===== src/rtl/soc_mem_region_bridge_if.sv =====
// Core-side request/response and slave-side bus of the memory region bridge.
// The bridge uses the slave modport; the core/slave environment uses master.
interface soc_mem_region_bridge_if #(
   parameter int XLEN        = 64,
   parameter int NUM_REGIONS = 4
);
   logic                          req_valid;
   logic                          req_we;
   logic [XLEN-1:0]               req_addr;
   logic [XLEN-1:0]               req_wdata;
   logic [1:0]                    req_size;
   logic                          req_ready;
   logic                          decode_err;
   logic                          rsp_valid;
   logic                          rsp_err;
   logic [XLEN-1:0]               rsp_rdata;
   logic [NUM_REGIONS-1:0]        slv_sel;
   logic                          slv_we;
   logic [XLEN-1:0]               slv_addr;
   logic [XLEN-1:0]               slv_wdata;
   logic [XLEN/8-1:0]             slv_be;
   logic [NUM_REGIONS-1:0]        slv_ack;
   logic [NUM_REGIONS*XLEN-1:0]   slv_rdata;

   modport master (
      output req_valid, req_we, req_addr, req_wdata, req_size,
      output slv_ack, slv_rdata,
      input  req_ready, decode_err, rsp_valid, rsp_err, rsp_rdata,
      input  slv_sel, slv_we, slv_addr, slv_wdata, slv_be
   );

   modport slave (
      input  req_valid, req_we, req_addr, req_wdata, req_size,
      input  slv_ack, slv_rdata,
      output req_ready, decode_err, rsp_valid, rsp_err, rsp_rdata,
      output slv_sel, slv_we, slv_addr, slv_wdata, slv_be
   );
endinterface


===== src/rtl/soc_mem_region_bridge.sv =====
// Data-side bridge: decodes a core load/store against address windows and
// holds a registered request on one slave until it acks or times out.
module soc_mem_region_bridge #(
   parameter int                          XLEN         = 64,
   parameter int                          NUM_REGIONS  = 4,
   parameter logic [NUM_REGIONS*XLEN-1:0] REGION_BASE  = {64'h0000_0000_1000_0000, 64'h0000_0000_0000_2000,
                                                          64'h0000_0000_0000_1000, 64'h0000_0000_0000_0000},
   parameter logic [NUM_REGIONS*XLEN-1:0] REGION_LIMIT = {64'h0000_0000_1000_FFFF, 64'h0000_0000_0000_2FFF,
                                                          64'h0000_0000_0000_1FFF, 64'h0000_0000_0000_0FFF},
   parameter logic [NUM_REGIONS-1:0]      REGION_RO    = NUM_REGIONS'(1),
   parameter int                          TIMEOUT      = 15
) (
   input logic                  i_clk,
   input logic                  i_rst,
   input logic                  i_clk_en,
   soc_mem_region_bridge_if.slave bus
);

   localparam int LANES = XLEN / 8;
   localparam int LW    = $clog2(LANES);

   typedef enum logic [1:0] {
      ST_IDLE,
      ST_BUSY,
      ST_RESP
   } state_t;

   state_t                  r_state;
   state_t                  w_state_next;
   logic [NUM_REGIONS-1:0]  r_sel,       w_sel_next;
   logic                    r_we,        w_we_next;
   logic [XLEN-1:0]         r_addr,      w_addr_next;
   logic [XLEN-1:0]         r_wdata,     w_wdata_next;
   logic [LANES-1:0]        r_be,        w_be_next;
   logic [7:0]              r_cnt,       w_cnt_next;
   logic                    r_rsp_valid, w_rsp_valid_next;
   logic                    r_rsp_err,   w_rsp_err_next;
   logic [XLEN-1:0]         r_rsp_rdata, w_rsp_rdata_next;

   logic [NUM_REGIONS-1:0]  w_hit;
   logic [NUM_REGIONS-1:0]  w_sel_onehot;
   logic [XLEN-1:0]         w_base_sel;
   logic                    w_ro_hit;
   logic                    w_misalign;
   logic                    w_req_bad;
   logic [LANES-1:0]        w_be_mask;
   logic [LANES-1:0]        w_be;
   logic [XLEN-1:0]         w_wdata_rep;
   logic [XLEN-1:0]         w_slv_rdata_sel;
   logic                    w_ack;

   // ---------------- address decode ----------------
   generate
      for (genvar gi = 0; gi < NUM_REGIONS; gi++) begin : g_hit
         assign w_hit[gi] = (bus.req_addr >= REGION_BASE[gi*XLEN +: XLEN]) &&
                            (bus.req_addr <= REGION_LIMIT[gi*XLEN +: XLEN]);
      end
   endgenerate

   // Isolate the lowest set hit bit so overlapping windows resolve to the lowest index.
   assign w_sel_onehot = w_hit & (~w_hit + NUM_REGIONS'(1));
   assign w_ro_hit     = |(w_sel_onehot & REGION_RO);

   always_comb begin
      w_base_sel = '0;
      for (int i = 0; i < NUM_REGIONS; i++) begin
         if (w_sel_onehot[i]) begin
            w_base_sel = w_base_sel | REGION_BASE[i*XLEN +: XLEN];
         end
      end
   end

   always_comb begin
      w_misalign = 1'b0;
      case (bus.req_size)
         2'b00:   w_misalign = 1'b0;
         2'b01:   w_misalign = bus.req_addr[0];
         2'b10:   w_misalign = |bus.req_addr[1:0];
         default: w_misalign = (XLEN != 64) || (|bus.req_addr[2:0]);
      endcase
   end

   assign w_req_bad      = ~(|w_hit) | w_misalign | (bus.req_we & w_ro_hit);
   assign bus.decode_err = bus.req_valid & w_req_bad;

   // ---------------- lane steering ----------------
   always_comb begin
      w_be_mask   = '1;
      w_wdata_rep = bus.req_wdata;
      case (bus.req_size)
         2'b00: begin
            w_be_mask   = LANES'(1);
            w_wdata_rep = {LANES{bus.req_wdata[7:0]}};
         end
         2'b01: begin
            w_be_mask   = LANES'(3);
            w_wdata_rep = {(LANES/2){bus.req_wdata[15:0]}};
         end
         2'b10: begin
            w_be_mask   = LANES'(15);
            w_wdata_rep = {(XLEN/32){bus.req_wdata[31:0]}};
         end
         default: begin
            w_be_mask   = '1;
            w_wdata_rep = bus.req_wdata;
         end
      endcase
   end

   assign w_be = w_be_mask << bus.req_addr[LW-1:0];

   // ---------------- slave return path ----------------
   always_comb begin
      w_slv_rdata_sel = '0;
      for (int i = 0; i < NUM_REGIONS; i++) begin
         if (r_sel[i]) begin
            w_slv_rdata_sel = w_slv_rdata_sel | bus.slv_rdata[i*XLEN +: XLEN];
         end
      end
   end

   // Acks from slaves that are not currently selected never count.
   assign w_ack = |(bus.slv_ack & r_sel);

   // ---------------- FSM next state ----------------
   always_comb begin
      w_state_next     = r_state;
      w_sel_next       = r_sel;
      w_we_next        = r_we;
      w_addr_next      = r_addr;
      w_wdata_next     = r_wdata;
      w_be_next        = r_be;
      w_cnt_next       = r_cnt;
      w_rsp_valid_next = r_rsp_valid;
      w_rsp_err_next   = r_rsp_err;
      w_rsp_rdata_next = r_rsp_rdata;

      case (r_state)
         ST_IDLE: begin
            if (bus.req_valid) begin
               if (w_req_bad) begin
                  w_state_next     = ST_RESP;
                  w_rsp_valid_next = 1'b1;
                  w_rsp_err_next   = 1'b1;
                  w_rsp_rdata_next = '0;
               end else begin
                  w_state_next = ST_BUSY;
                  w_sel_next   = w_sel_onehot;
                  w_we_next    = bus.req_we;
                  w_addr_next  = bus.req_addr - w_base_sel;
                  w_wdata_next = w_wdata_rep;
                  w_be_next    = w_be;
                  w_cnt_next   = '0;
               end
            end
         end
         ST_BUSY: begin
            if (w_ack) begin
               w_state_next     = ST_RESP;
               w_sel_next       = '0;
               w_we_next        = 1'b0;
               w_be_next        = '0;
               w_rsp_valid_next = 1'b1;
               w_rsp_err_next   = 1'b0;
               w_rsp_rdata_next = r_we ? '0 : w_slv_rdata_sel;
            end else if (r_cnt == 8'(TIMEOUT)) begin
               w_state_next     = ST_RESP;
               w_sel_next       = '0;
               w_we_next        = 1'b0;
               w_be_next        = '0;
               w_rsp_valid_next = 1'b1;
               w_rsp_err_next   = 1'b1;
               w_rsp_rdata_next = '0;
            end else begin
               w_cnt_next = r_cnt + 8'd1;
            end
         end
         ST_RESP: begin
            w_state_next     = ST_IDLE;
            w_rsp_valid_next = 1'b0;
            w_rsp_err_next   = 1'b0;
            w_rsp_rdata_next = '0;
         end
         default: begin
            w_state_next = ST_IDLE;
         end
      endcase
   end

   // ---------------- state register ----------------
   always_ff @(posedge i_clk or negedge i_rst) begin
      if (!i_rst) begin
         r_state     <= ST_IDLE;
         r_sel       <= '0;
         r_we        <= 1'b0;
         r_addr      <= '0;
         r_wdata     <= '0;
         r_be        <= '0;
         r_cnt       <= '0;
         r_rsp_valid <= 1'b0;
         r_rsp_err   <= 1'b0;
         r_rsp_rdata <= '0;
      end else if (i_clk_en) begin
         r_state     <= w_state_next;
         r_sel       <= w_sel_next;
         r_we        <= w_we_next;
         r_addr      <= w_addr_next;
         r_wdata     <= w_wdata_next;
         r_be        <= w_be_next;
         r_cnt       <= w_cnt_next;
         r_rsp_valid <= w_rsp_valid_next;
         r_rsp_err   <= w_rsp_err_next;
         r_rsp_rdata <= w_rsp_rdata_next;
      end
   end

   assign bus.req_ready = (r_state == ST_IDLE);
   assign bus.rsp_valid = r_rsp_valid;
   assign bus.rsp_err   = r_rsp_err;
   assign bus.rsp_rdata = r_rsp_rdata;
   assign bus.slv_sel   = r_sel;
   assign bus.slv_we    = r_we;
   assign bus.slv_addr  = r_addr;
   assign bus.slv_wdata = r_wdata;
   assign bus.slv_be    = r_be;

endmodule

===== src/flat_wrapper.sv =====
// flat-port wrapper written by rule: the top's interface ports become plain ports
module soc_mem_region_bridge_flat 
#(
   parameter int                          XLEN         = 64,
   parameter int                          NUM_REGIONS  = 4,
   parameter logic [NUM_REGIONS*XLEN-1:0] REGION_BASE  = {64'h0000_0000_1000_0000, 64'h0000_0000_0000_2000,
                                                          64'h0000_0000_0000_1000, 64'h0000_0000_0000_0000},
   parameter logic [NUM_REGIONS*XLEN-1:0] REGION_LIMIT = {64'h0000_0000_1000_FFFF, 64'h0000_0000_0000_2FFF,
                                                          64'h0000_0000_0000_1FFF, 64'h0000_0000_0000_0FFF},
   parameter logic [NUM_REGIONS-1:0]      REGION_RO    = NUM_REGIONS'(1),
   parameter int                          TIMEOUT      = 15
)
  (i_clk, i_rst, i_clk_en, bus_req_valid, bus_req_we, bus_req_addr, bus_req_wdata, bus_req_size, bus_slv_ack, bus_slv_rdata, bus_req_ready, bus_decode_err, bus_rsp_valid, bus_rsp_err, bus_rsp_rdata, bus_slv_sel, bus_slv_we, bus_slv_addr, bus_slv_wdata, bus_slv_be);
  soc_mem_region_bridge_if #(.XLEN(XLEN), .NUM_REGIONS(NUM_REGIONS)) bus_i ();
  input logic i_clk;
  input logic i_rst;
  input logic i_clk_en;
  input wire logic [$bits(bus_i.req_valid)-1:0] bus_req_valid;
  input wire logic [$bits(bus_i.req_we)-1:0] bus_req_we;
  input wire logic [$bits(bus_i.req_addr)-1:0] bus_req_addr;
  input wire logic [$bits(bus_i.req_wdata)-1:0] bus_req_wdata;
  input wire logic [$bits(bus_i.req_size)-1:0] bus_req_size;
  input wire logic [$bits(bus_i.slv_ack)-1:0] bus_slv_ack;
  input wire logic [$bits(bus_i.slv_rdata)-1:0] bus_slv_rdata;
  output wire logic [$bits(bus_i.req_ready)-1:0] bus_req_ready;
  output wire logic [$bits(bus_i.decode_err)-1:0] bus_decode_err;
  output wire logic [$bits(bus_i.rsp_valid)-1:0] bus_rsp_valid;
  output wire logic [$bits(bus_i.rsp_err)-1:0] bus_rsp_err;
  output wire logic [$bits(bus_i.rsp_rdata)-1:0] bus_rsp_rdata;
  output wire logic [$bits(bus_i.slv_sel)-1:0] bus_slv_sel;
  output wire logic [$bits(bus_i.slv_we)-1:0] bus_slv_we;
  output wire logic [$bits(bus_i.slv_addr)-1:0] bus_slv_addr;
  output wire logic [$bits(bus_i.slv_wdata)-1:0] bus_slv_wdata;
  output wire logic [$bits(bus_i.slv_be)-1:0] bus_slv_be;
  assign bus_i.req_valid = bus_req_valid;
  assign bus_i.req_we = bus_req_we;
  assign bus_i.req_addr = bus_req_addr;
  assign bus_i.req_wdata = bus_req_wdata;
  assign bus_i.req_size = bus_req_size;
  assign bus_i.slv_ack = bus_slv_ack;
  assign bus_i.slv_rdata = bus_slv_rdata;
  assign bus_req_ready = bus_i.req_ready;
  assign bus_decode_err = bus_i.decode_err;
  assign bus_rsp_valid = bus_i.rsp_valid;
  assign bus_rsp_err = bus_i.rsp_err;
  assign bus_rsp_rdata = bus_i.rsp_rdata;
  assign bus_slv_sel = bus_i.slv_sel;
  assign bus_slv_we = bus_i.slv_we;
  assign bus_slv_addr = bus_i.slv_addr;
  assign bus_slv_wdata = bus_i.slv_wdata;
  assign bus_slv_be = bus_i.slv_be;
  soc_mem_region_bridge #(.XLEN(XLEN), .NUM_REGIONS(NUM_REGIONS), .REGION_BASE(REGION_BASE), .REGION_LIMIT(REGION_LIMIT), .REGION_RO(REGION_RO), .TIMEOUT(TIMEOUT)) u_core (.i_clk(i_clk), .i_rst(i_rst), .i_clk_en(i_clk_en), .bus(bus_i));
endmodule

===== config.mk =====
export PLATFORM = sky130hd
export DESIGN_NAME = soc_mem_region_bridge_flat
export DESIGN_NICKNAME = d
export VERILOG_FILES = /design/src/rtl/soc_mem_region_bridge_if.sv /design/src/rtl/soc_mem_region_bridge.sv /design/src/flat_wrapper.sv
export SDC_FILE = /design/constraint.sdc
export NUM_CORES = 1
export LEC_CHECK = 0
export CAP_MARGIN = 20
export CORE_AREA = 2 2 235 237
export DETAILED_ROUTE_END_ITERATION = 6
export DIE_AREA = 0 0 237 239
export GPL_TIMING_DRIVEN = 0
export SYNTH_ARGS = -nofsm -noshare
export SYNTH_HDL_FRONTEND = slang
export SYNTH_SLANG_ARGS = --single-unit

===== constraint.sdc =====
create_clock -name i_clk -period 3.1 [get_ports i_clk]
set_clock_uncertainty 0.15 [all_clocks]
set_input_delay 0.62 -clock i_clk [delete_from_list [all_inputs] [get_ports i_clk]]
set_output_delay 0.62 -clock i_clk [all_outputs]
set_load 0.005 [all_outputs]

**After elaboration in Yosys (flattened, before gate mapping)**

Index checks and enable logic that the tools add are counted.

- Register bits: 217
- Input port bits: 395
- Word-level logic and storage cells: 110
- Output and inout port bits: 209

- Mux-type cells: 48
- Eq/ne operators: 11
- Shift-type cells: 1
- Add/subtract/negate cells: 3
- Order comparisons: 8
- Reductions and logical operators: 17
- Bitwise logic cells: 12

Operators with widths:

| cell | count |
|---|---|
| 64-bit 2-to-1 mux | 9 |
| 64-bit one-hot mux with 3 select lines | 2 |
| 64-bit OR | 3 |
| 64-bit by 1-bit greater-or-equal comparator with 1-bit output (second input constant) | 1 |
| 64-bit by 13-bit greater-or-equal comparator with 1-bit output (second input constant) | 1 |
| 64-bit by 14-bit greater-or-equal comparator with 1-bit output (second input constant) | 1 |
| 64-bit by 29-bit greater-or-equal comparator with 1-bit output (second input constant) | 1 |
| 64-bit by 12-bit <= comparator with 1-bit output (second input constant) | 1 |
| 64-bit by 13-bit <= comparator with 1-bit output (second input constant) | 1 |
| 64-bit by 14-bit <= comparator with 1-bit output (second input constant) | 1 |
| 64-bit by 29-bit <= comparator with 1-bit output (second input constant) | 1 |
| 8-bit 2-to-1 mux | 8 |
| 64-bit subtractor | 1 |
| 8-bit one-hot mux with 2 select lines | 2 |
| 29-bit 2-to-1 mux | 1 |
| 8-bit one-hot mux with 3 select lines | 1 |
| 4-bit 2-to-1 mux | 4 |
| 14-bit 2-to-1 mux | 1 |
| 13-bit 2-to-1 mux | 1 |
| 5-bit AND reduction | 2 |
| 1-bit 2-to-1 mux | 9 |
| 1-bit one-hot mux with 3 select lines | 3 |
| 8-bit by 1-bit adder with 8-bit output (second input constant) | 1 |
| 4-bit AND | 2 |
| other kinds (26) | 42 |

**Logic depth before layout (Yosys ltp)**

Gate-level depths: netlist of the first run.

- Word-level depth: 10
- Mapped depth: 14
- Mapped depth without buffers: 13

**Least setup slack after synthesis of the first run**

OpenSTA, ideal clock, no wires.

- Kind: input to register
- From: input port bus_req_addr[18]
- To: register u_core.r_addr[44] (netlist: u_core.bus.slv_addr[44])
- Library setup time: 119 ps
- Path slack: -1,063 ps
- Data required time: 2,831 ps
- Stages: 14
- Arrival time: 3,895 ps
- Path buffers: 1
- Cells stage by stage: or4_4 nor3_4 and2_4 nand2_4 or2_2 inv_1 fa_1 or4b_2 or4_4 a21boi_2 xnor2_1 nand2_2 buf_4 o21a_1

- Word-level cells in the longest chain between the ends: 9

RTL lines:

| element | RTL line | RTL |
|---|---|---|
| from (decl) | flat_wrapper.sv:20 | `input wire logic [$bits(bus_i.req_addr)-1:0] bus_req_addr;` |
| 64-bit by 1-bit greater-or-equal comparator with 1-bit output, or another cell as far along | soc_mem_region_bridge.sv:55 | `assign w_hit[gi] = (bus.req_addr >= REGION_BASE[gi*XLEN +: XLEN]) &&` |
| 1-bit logical AND | soc_mem_region_bridge.sv:55 |  |
| 4-bit NOT | soc_mem_region_bridge.sv:61 | `assign w_sel_onehot = w_hit & (~w_hit + NUM_REGIONS'(1));` |
| 4-bit by 1-bit adder with 4-bit output | soc_mem_region_bridge.sv:61 |  |
| 4-bit AND | soc_mem_region_bridge.sv:61 |  |
| 13-bit 2-to-1 mux / 1-bit AND (equally long branches) | soc_mem_region_bridge.sv:67, soc_mem_region_bridge.sv:83 |  |
| 14-bit 2-to-1 mux / 1-bit OR (equally long branches) | soc_mem_region_bridge.sv:67, soc_mem_region_bridge.sv:83 |  |
| 29-bit 2-to-1 mux / 1-bit NOT (equally long branches) | - |  |
| 64-bit subtractor / 4-bit AND reduction (equally long branches) | - |  |
| to (signal assigned) | soc_mem_region_bridge.sv:207 | `r_addr <= w_addr_next;` |
| to (decl) | soc_mem_region_bridge.sv:32 | `logic [XLEN-1:0] r_addr, w_addr_next;` |

Parallel ways exist; a longest one is shown, timed or not.
A chain may end at the register's enable or synchronous reset.

**Worst setup path in the final report of the first run**

- From: input port bus_req_addr[45]
- To: register u_core.r_addr[44] (netlist: u_core.bus.slv_addr[44])

Same word-level chain as after synthesis.

==> impl_results.md, run 1 <==
* Drt drc at 0
* CP startpoint kind: input pin
* Clock power frac at 47.8%
* Drt first-iter violations at 638
* FF+latch count, synth at 217
* Synth top area cells: dfrtp_1 (50%), mux2_2 (6.4%), a22o_1 (5.3%), a221oi_1 (5.2%), o2bb2ai_2 (4.4%)
* Final hold violation count at 0
* Number of global-route vias before repair at 11869
* WP data arrival at 4.00 ns
* Routed wire per std cell at 25.87 um
* Final Cell Area at 19210 um^2
* Core Area at 54340 um^2
* Post-synth top area cell: dfrtp_1
* Asr flop ratio synth at 100.0%
* Fin util at 35.36%
* CP peak stage delay at 0.47 ns
* Count of final setup violators at 37
* Syn nets at 1347
* Mux cell area share after synthesis at 10.31%
* Static leakage at 7.922 nW
* Die height at 239 um
* I/O Pins at 604
* Share of power burned in registers at 39.4%
* Tightest Hold Check Type: in2async
* Peak VDD IR at 0.0003770 V
* Worst hold margin at 0.2717 ns
* Final period utilization at 119.8%
* Status: complete, but fails checks
* Main combinational cell family by area after synthesis: compound AO/OA/AOI/OAI gates
* FF-to-FF setup slack at 0.25 ns
* Worst r2r dst: u_core.bus.rsp_rdata[32]
* Clock sink count at 217
* Fin worst setup slack at -0.6151 ns
* Crit path time final at 3.715 ns
* TritonRoute pass-1 iters at 5
* Fmax at 269.2 MHz
* Number of port buffers at 602
* Die ar. at 56640 um^2
* Final Max Tran Viols at 0
* Max-cap violations at 0
* XOR/XNOR Fraction of Synth Area at 0.4802%
* Initial core utilization at 20.14%
* Crit path max-delay family: simple AND/OR/NAND/NOR gates
* Sum Neg Setup Slack at -12.02 ns
* Syn. warnings at 0
* Grt ovf at 0
* Critical-path maximum fanout at 5
* Crit. Startpoint: bus_req_addr[45]
* CTS Buf Count at 28
* Synthesized cell area at 10940 um^2
* Syn_area_per_cell at 11.56 um^2
* Post-synth top cells: dfrtp_1 (217), a22o_1 (66), a221oi_1 (65), mux2_2 (62), a21oi_1 (59)
* Routed Antenna Nets at 0
* H-tree depth at 1
* Top-count cell post-synth: dfrtp_1
* CP endpoint: u_core.bus.slv_addr[44]
* CTS Root Cell: clkbuf_16
* RSZ-0062 raised after global routing: true
* Netlist cell types at 61
* Internal at 0.005461 W
* DP Area at 17950 um^2
* Proportion of layout cells with a drive suffix above 1 at 15.50%
* DPL Wire Length at 48830 um
* R2r worst-path depth at 6
* Predominant post-synthesis flop cell: dfrtp_1
* Failing checks: negative setup slack
* Post-Synth Simple-Gate Area at 7.318%
* WS Path Type: in2reg
* P_sw at 0.001763 W
* Switch share at 24.41%
* Instance count on the critical path at 16
* CTS tree: done
* Post-Route WL at 60540 um
* Clock transition at path regs at 0.06 ns
* RePlAce Congestion at 0.9160
* Die width at 237 um
* CP Buf/Inv Count at 4
* Comb pwr share at 12.8%
* Post-synthesis to final-layout area growth at 75.59%
* Post-synthesis compound-gate area fraction at 27.36%
* Post-synth EDFFs at 0
* Final nets at 1995
* Tot GR Track Use at 20.49%
* Initial antenna violation count at 38
* Largest net degree at the start of global routing at 108
* P per Cell Area at 376.0 nW/um^2
* First-pass GRT wire length at 84970 um
* Cells along the critical path: clkdlybuf4s15_1, nor3_2, nand4_1, nor4_4, buf_12, nand2_8, or2_4, inv_2, fa_2, or4b_4, or4_4, a21boi_4, xnor2_2, nand2_2, buf_6, o21a_1
* DR vias at 11355
* Worst EP required at 3.38 ns
* Via-per-instance ratio at 4.853
* Least-Margin Pin Slew at 0.9361 ns
* Cell row count at 86
* Post-synth top area share at 49.62%
* Mapped Cells at 947
* FF-to-FF Start: u_core.r_state[0]
* Dpl ws at -2.369 ns
* CP Capture Type: flip-flop
* Post-Synth Adder-Cell Area at 0.6403%
* Post-synthesis sequential area ratio at 49.62%
* Clock Path Buffers at 3
* Clock latency on the worst-skew pair at 0.59 ns
* Slew margin rel. at 37.60%
* Worst path slowest cell: or4b_4
==> sequential cells by signal (all words and copies together), names as in the netlist <==
| name | count |
|---|---|
| u_core.r_cnt | 8 |
| u_core.bus.slv_addr | 64 |
| u_core.bus.slv_sel | 4 |
| u_core.bus.slv_we | 1 |
| u_core.bus.rsp_valid | 1 |
| u_core.bus.slv_be | 8 |
| u_core.r_state | 2 |
| u_core.bus.rsp_err | 1 |
| u_core.bus.slv_wdata | 64 |
| u_core.bus.rsp_rdata | 64 |
==> cell type report <==
| class | count | area, um^2 |
|---|---|---|
| flip-flops and latches | 217 | 5430 |
| well taps | 704 | 880.8 |
| diodes | 23 | 57.56 |
| fillers | 5414 | 35120 |
| multi-input cells | 626 | 5229 |
| repair buffers | 620 | 6171 |
| clock buffers | 34 | 763.2 |
| plain buffers | 82 | 400.4 |
| clock inverters | 14 | 207.7 |
| inverters | 20 | 75.07 |
==> kinds of logic (layout without fill, tap and decap cells) <==
group	after synthesis	after routing
buffers and inverters	104	770
flip-flops	217	217
XOR/XNOR	6	6
other	0	23
adder cells (fa/ha/maj)	5	5
multiplexers	105	105
AND/OR/NAND/NOR	151	151
AO/OA/AOI/OAI	359	359
==> power by group through the flow <==
stage	clock network, W	registers, W	logic, W
6_report	0.00346	0.00285	0.000921
5_1_grt	0.00367	0.00285	0.000979
4_1_cts	0.00356	0.00285	0.000925
3_5_place_dp	0	0.00290	0.000926
3_3_place_gp	0	0.00290	0.000911
2_1_floorplan	0	0.00290	0.000193
==> through the flow <==
step                      total power, W  std cells
after floorplan                 0.003091        947
after global placement          0.003811       2253
after detailed placement        0.003823       2255
after CTS                       0.007327       2315
after global routing            0.007499       2336
final                           0.007224       2340
==> what timing repair did <==
item	4_1_cts	5_1_grt
pin swaps	29	4
gates cloned	2	0
endpoints found under the hold margin	87	0
gates resized for setup	128	13
setup buffers	11	2
hold buffers	1	0
setup endpoints to repair	212	78
==> cells in the final DEF, fill, tap and decap left out, types with 4 or more instances in the layout <==
| master | n |
|---|---|
| buf_6 | 13 |
| o21ai_0 | 6 |
| o21a_1 | 54 |
| nor4_2 | 4 |
| a21o_1 | 5 |
| a22o_1 | 66 |
| buf_1 | 4 |
| clkbuf_1 | 52 |
| clkbuf_8 | 6 |
| buf_4 | 11 |
| a21oi_1 | 59 |
| dlygate4sd2_1 | 24 |
| nor2_1 | 48 |
| mux2i_1 | 43 |
| a31oi_1 | 12 |
| clkinv_2 | 5 |
| clkbuf_16 | 28 |
| nand4_1 | 5 |
| clkdlybuf4s50_1 | 550 |
| bufinv_16 | 4 |
| buf_2 | 29 |
| nand2_1 | 27 |
| nand3_1 | 5 |
| a221oi_1 | 64 |
| inv_1 | 19 |
| mux2_2 | 61 |
| o2bb2ai_2 | 32 |
| clkdlybuf4s15_1 | 7 |
| o2bb2ai_1 | 32 |
| diode_2 | 23 |
| a211oi_1 | 10 |
| dfrtp_1 | 217 |
| and3_1 | 5 |
| nor2b_1 | 9 |
| nor3_1 | 5 |
==> worst min-delay path by stage <==
| stage | from | end | slack (ns) |
|---|---|---|---|
| finish | i_rst | u_core.bus.slv_wdata[0] | 0.27 |
| global route | i_rst | u_core.bus.slv_wdata[23] | 0.26 |
| CTS | i_rst | u_core.bus.slv_addr[28] | 0.22 |
| detailed placement | i_rst | u_core.bus.slv_wdata[0] | 0.28 |
| global placement | u_core.bus.slv_be[4] | u_core.bus.slv_be[4] | 0.32 |
| floorplan | i_rst | u_core.bus.rsp_err | 0.17 |
==> layer usage <==
layer | GRT usage, % | routed length (um)
met5 | 0 | 45
met4 | 10.68 | 2480
met3 | 5.577 | 4849
met2 | 36.51 | 31220
met1 | 22.25 | 21940
No activity file was read; power rests on OpenSTA's default activity.
==> run 2: changes to the inputs <==
--- a/config.mk
+++ b/config.mk
@@ -6,9 +6,9 @@
 export NUM_CORES = 1
 export LEC_CHECK = 0
 export CAP_MARGIN = 20
-export CORE_AREA = 2 2 235 237
+export CORE_AREA = 2 2 234 236
 export DETAILED_ROUTE_END_ITERATION = 6
-export DIE_AREA = 0 0 237 239
+export DIE_AREA = 0 0 236 238
 export GPL_TIMING_DRIVEN = 0
 export SYNTH_ARGS = -nofsm -noshare
 export SYNTH_HDL_FRONTEND = slang
==> impl_results.md, run 2 (synthesis gave the netlist of run 1 again) <==
* Count of final setup violators at 43 (was 37)
* WS Path Type: in2reg (unchanged)
* Worst EP required at 3.39 ns (was 3.38 ns)
* DR vias at 11312 (was 11355)
* DPL Wire Length at 48640 um (was 48830 um)
* Grt ovf at 0 (unchanged)
* Cells after DPL at 2246 (was 2255)
* Number of port buffers at 602 (unchanged)
* Initial antenna violation count at 36 (was 38)
* Cell row count at 85 (was 86)
* I/O Pins at 604 (unchanged)
* P per Cell Area at 364.3 nW/um^2 (was 376.0 nW/um^2)
* First-pass GRT wire length at 84020 um (was 84970 um)
* Max-cap violations at 0 (unchanged)
* Clock sink count at 217 (unchanged)
* Peak VDD IR at 0.0002759 V (was 0.0003770 V)
* Final period utilization at 122.8% (was 119.8%)
* Routed wire per std cell at 25.78 um (was 25.87 um)
* Tot GR Track Use at 20.39% (was 20.49%)
* Clock transition at path regs at 0.06 ns (about the same)
* Fmax at 262.6 MHz (was 269.2 MHz)
* Largest net degree at the start of global routing at 113 (was 108)
* CP startpoint kind: input pin (unchanged)
* Critical-path maximum fanout at 7 (was 5)
* R2r worst-path depth at 8 (was 6)
* Final hold violation count at 21 (was 0)
* TritonRoute pass-1 iters at 5 (unchanged)
* FF-to-FF setup slack at 0.33 ns (was 0.25 ns)
* Die width at 236 um (was 237 um)
* Slew margin rel. at 34.95% (was 37.60%)
* Final Max Tran Viols at 0 (unchanged)
* Core Area at 53500 um^2 (was 54340 um^2)
* Most frequent cells in the layout: clkdlybuf4s50_1 (564), dfrtp_1 (217), a22o_1 (65), a221oi_1 (65), mux2_2 (62) (was clkdlybuf4s50_1 (550), dfrtp_1 (217), a22o_1 (66), a221oi_1 (64), mux2_2 (61))
* Post-synthesis to final-layout area growth at 75.76% (was 75.59%)
* CP Capture Type: flip-flop (unchanged)
* Post-Route WL at 60230 um (was 60540 um)
* Clock Path Buffers at 3 (unchanged)
* Failing checks: negative hold slack, negative setup slack (was negative setup slack)
* Tightest Hold Check Type: in2async (unchanged)
* CTS tree: done (unchanged)
* Clock latency on the worst-skew pair at 0.56 ns (was 0.59 ns)
* H-tree depth at 1 (unchanged)
* Die height at 238 um (was 239 um)
* Die ar. at 56170 um^2 (was 56640 um^2)
* Multi-input gate area at 5265 um^2 (was 5229 um^2)
* Non-filler cells in the finished layout at 2336 (was 2340)
* Final nets at 2002 (was 1995)
* Crit path time final at 3.808 ns (was 3.715 ns)
* Least-Margin Pin Slew at 0.9758 ns (was 0.9361 ns)
* Number of global-route vias before repair at 11925 (was 11869)
* Dpl ws at -2.378 ns (was -2.369 ns)
* Via-per-instance ratio at 4.842 (was 4.853)
* Final Cell Area at 19230 um^2 (was 19210 um^2)
* Hold_buf cts at 0 (was 1)
* Status: complete, but fails checks (unchanged)
* WP data arrival at 4.10 ns (was 4.00 ns)
* Drt drc at 0 (unchanged)
* Fin worst setup slack at -0.7081 ns (was -0.6151 ns)
* Fin util at 35.95% (was 35.36%)
* Worst hold margin at -0.01740 ns (was 0.2717 ns)
* Proportion of layout cells with a drive suffix above 1 at 15.40% (was 15.50%)
* Leading cell type in the layout, fill and taps excluded: clkdlybuf4s50_1 (unchanged)
* RSZ-0062 raised after global routing: true (unchanged)
* CTS Root Cell: clkbuf_16 (unchanged)
* Routed Antenna Nets at 0 (unchanged)
* Initial core utilization at 20.46% (was 20.14%)
* Drt first-iter violations at 452 (was 638)
* FF-to-FF Start: u_core.r_state[0] (unchanged)
* CTS Buf Count at 28 (unchanged)
* Filler cell count at 5416 (was 5414)
* Worst r2r dst: u_core.bus.slv_wdata[11] (was u_core.bus.rsp_rdata[32])
* RePlAce Congestion at 0.9320 (was 0.9160)
* DP Area at 17910 um^2 (was 17950 um^2)
* Static leakage at 7.926 nW (was 7.922 nW)
* Register area at 5430 um^2 (unchanged)
run 2: changes by cell type in the layout (fill, tap and decap cells not counted), sizes merged, moves of 6 or more:
cell | before | now
diode | 23 | 17
clkbuf | 89 | 96
buf | 63 | 69
clkdlybuf4s50 | 550 | 564
dlygate4sd2 | 24 | 18
run 2: layout make-up:
class | count | share of cell area, %
Antenna cell | 17 | 0.2212
Sequential cell | 217 | 28.23
Clock inverter | 7 | 0.3318
Tap cell | 696 | 4.528
Timing Repair Buffer | 627 | 32.49
Inverter | 20 | 0.3903
Clock buffer | 44 | 4.326
Buffer | 82 | 2.101
Multi-Input combinational cell | 626 | 27.37
run 2: repair_timing:
item / in CTS / in global routing
gates resized for setup: 116 / 16
endpoints found under the setup margin: 215 / 117
cloned: 2 / 0
pin swaps: 27 / 9
setup buffers: 17 / 5
run 2: stage by stage:
step                      hold slack (ns)  power (W)  setup TNS, ns
after floorplan                    0.1744   0.003091         -15.92
after global placement             0.3162   0.003813       -2105.23
after detailed placement           0.3172   0.003825        -284.26
after CTS                        0.005417   0.007074         -16.98
after global routing              0.04031   0.007269         -21.46
final                            -0.01740   0.007006         -17.21
run 2: metal layers:
| metal | GRT usage [%] | wire, um | up-vias |
|---|---|---|---|
| li1 | - | - | 4999 |
| met1 | 20.88 | 21080 | 5550 |
| met2 | 36.88 | 30600 | 586 |
| met3 | 6.155 | 4901 | 161 |
| met4 | 11.79 | 3545 | 16 |
| met5 | 0 | 100 | - |
run 2: worst max path at each step:
stage | start | end | slack [ns] | cells past startpoint
6_report | bus_req_addr[35] | u_core.bus.slv_addr[34] | -0.71 | 16
4_1_cts | bus_req_addr[38] | u_core.bus.slv_addr[62] | -0.73 | 16
2_1_floorplan | bus_req_addr[16] | u_core.bus.slv_addr[44] | -0.81 | 14
3_5_place_dp | bus_req_addr[32] | u_core.bus.slv_addr[44] | -2.38 | 15
5_1_grt | bus_req_addr[35] | u_core.bus.slv_addr[44] | -0.79 | 16
3_3_place_gp | i_rst | u_core.bus.rsp_rdata[11] | -8.44 | 1
run 2: where the power goes:
group          switching [W]  internal, W  leakage, nW
combinational       0.000395     0.000550         4.47
clock                0.00130      0.00191        0.443
sequential        0.00000644      0.00284         3.02
run 2: critical path: stages:
cell and delay [ns]:
buf_6 0.09, nor4_2 0.26, nand4_1 0.33, nor4_4 0.37, buf_6 0.18, nand2_8 0.06
or2_4 0.25, inv_2 0.05, fa_2 0.24, or4b_4 0.47, or4_4 0.45, a21boi_4 0.19
xnor2_2 0.13, nand2_2 0.13, buf_12 0.16, o21a_1 0.09
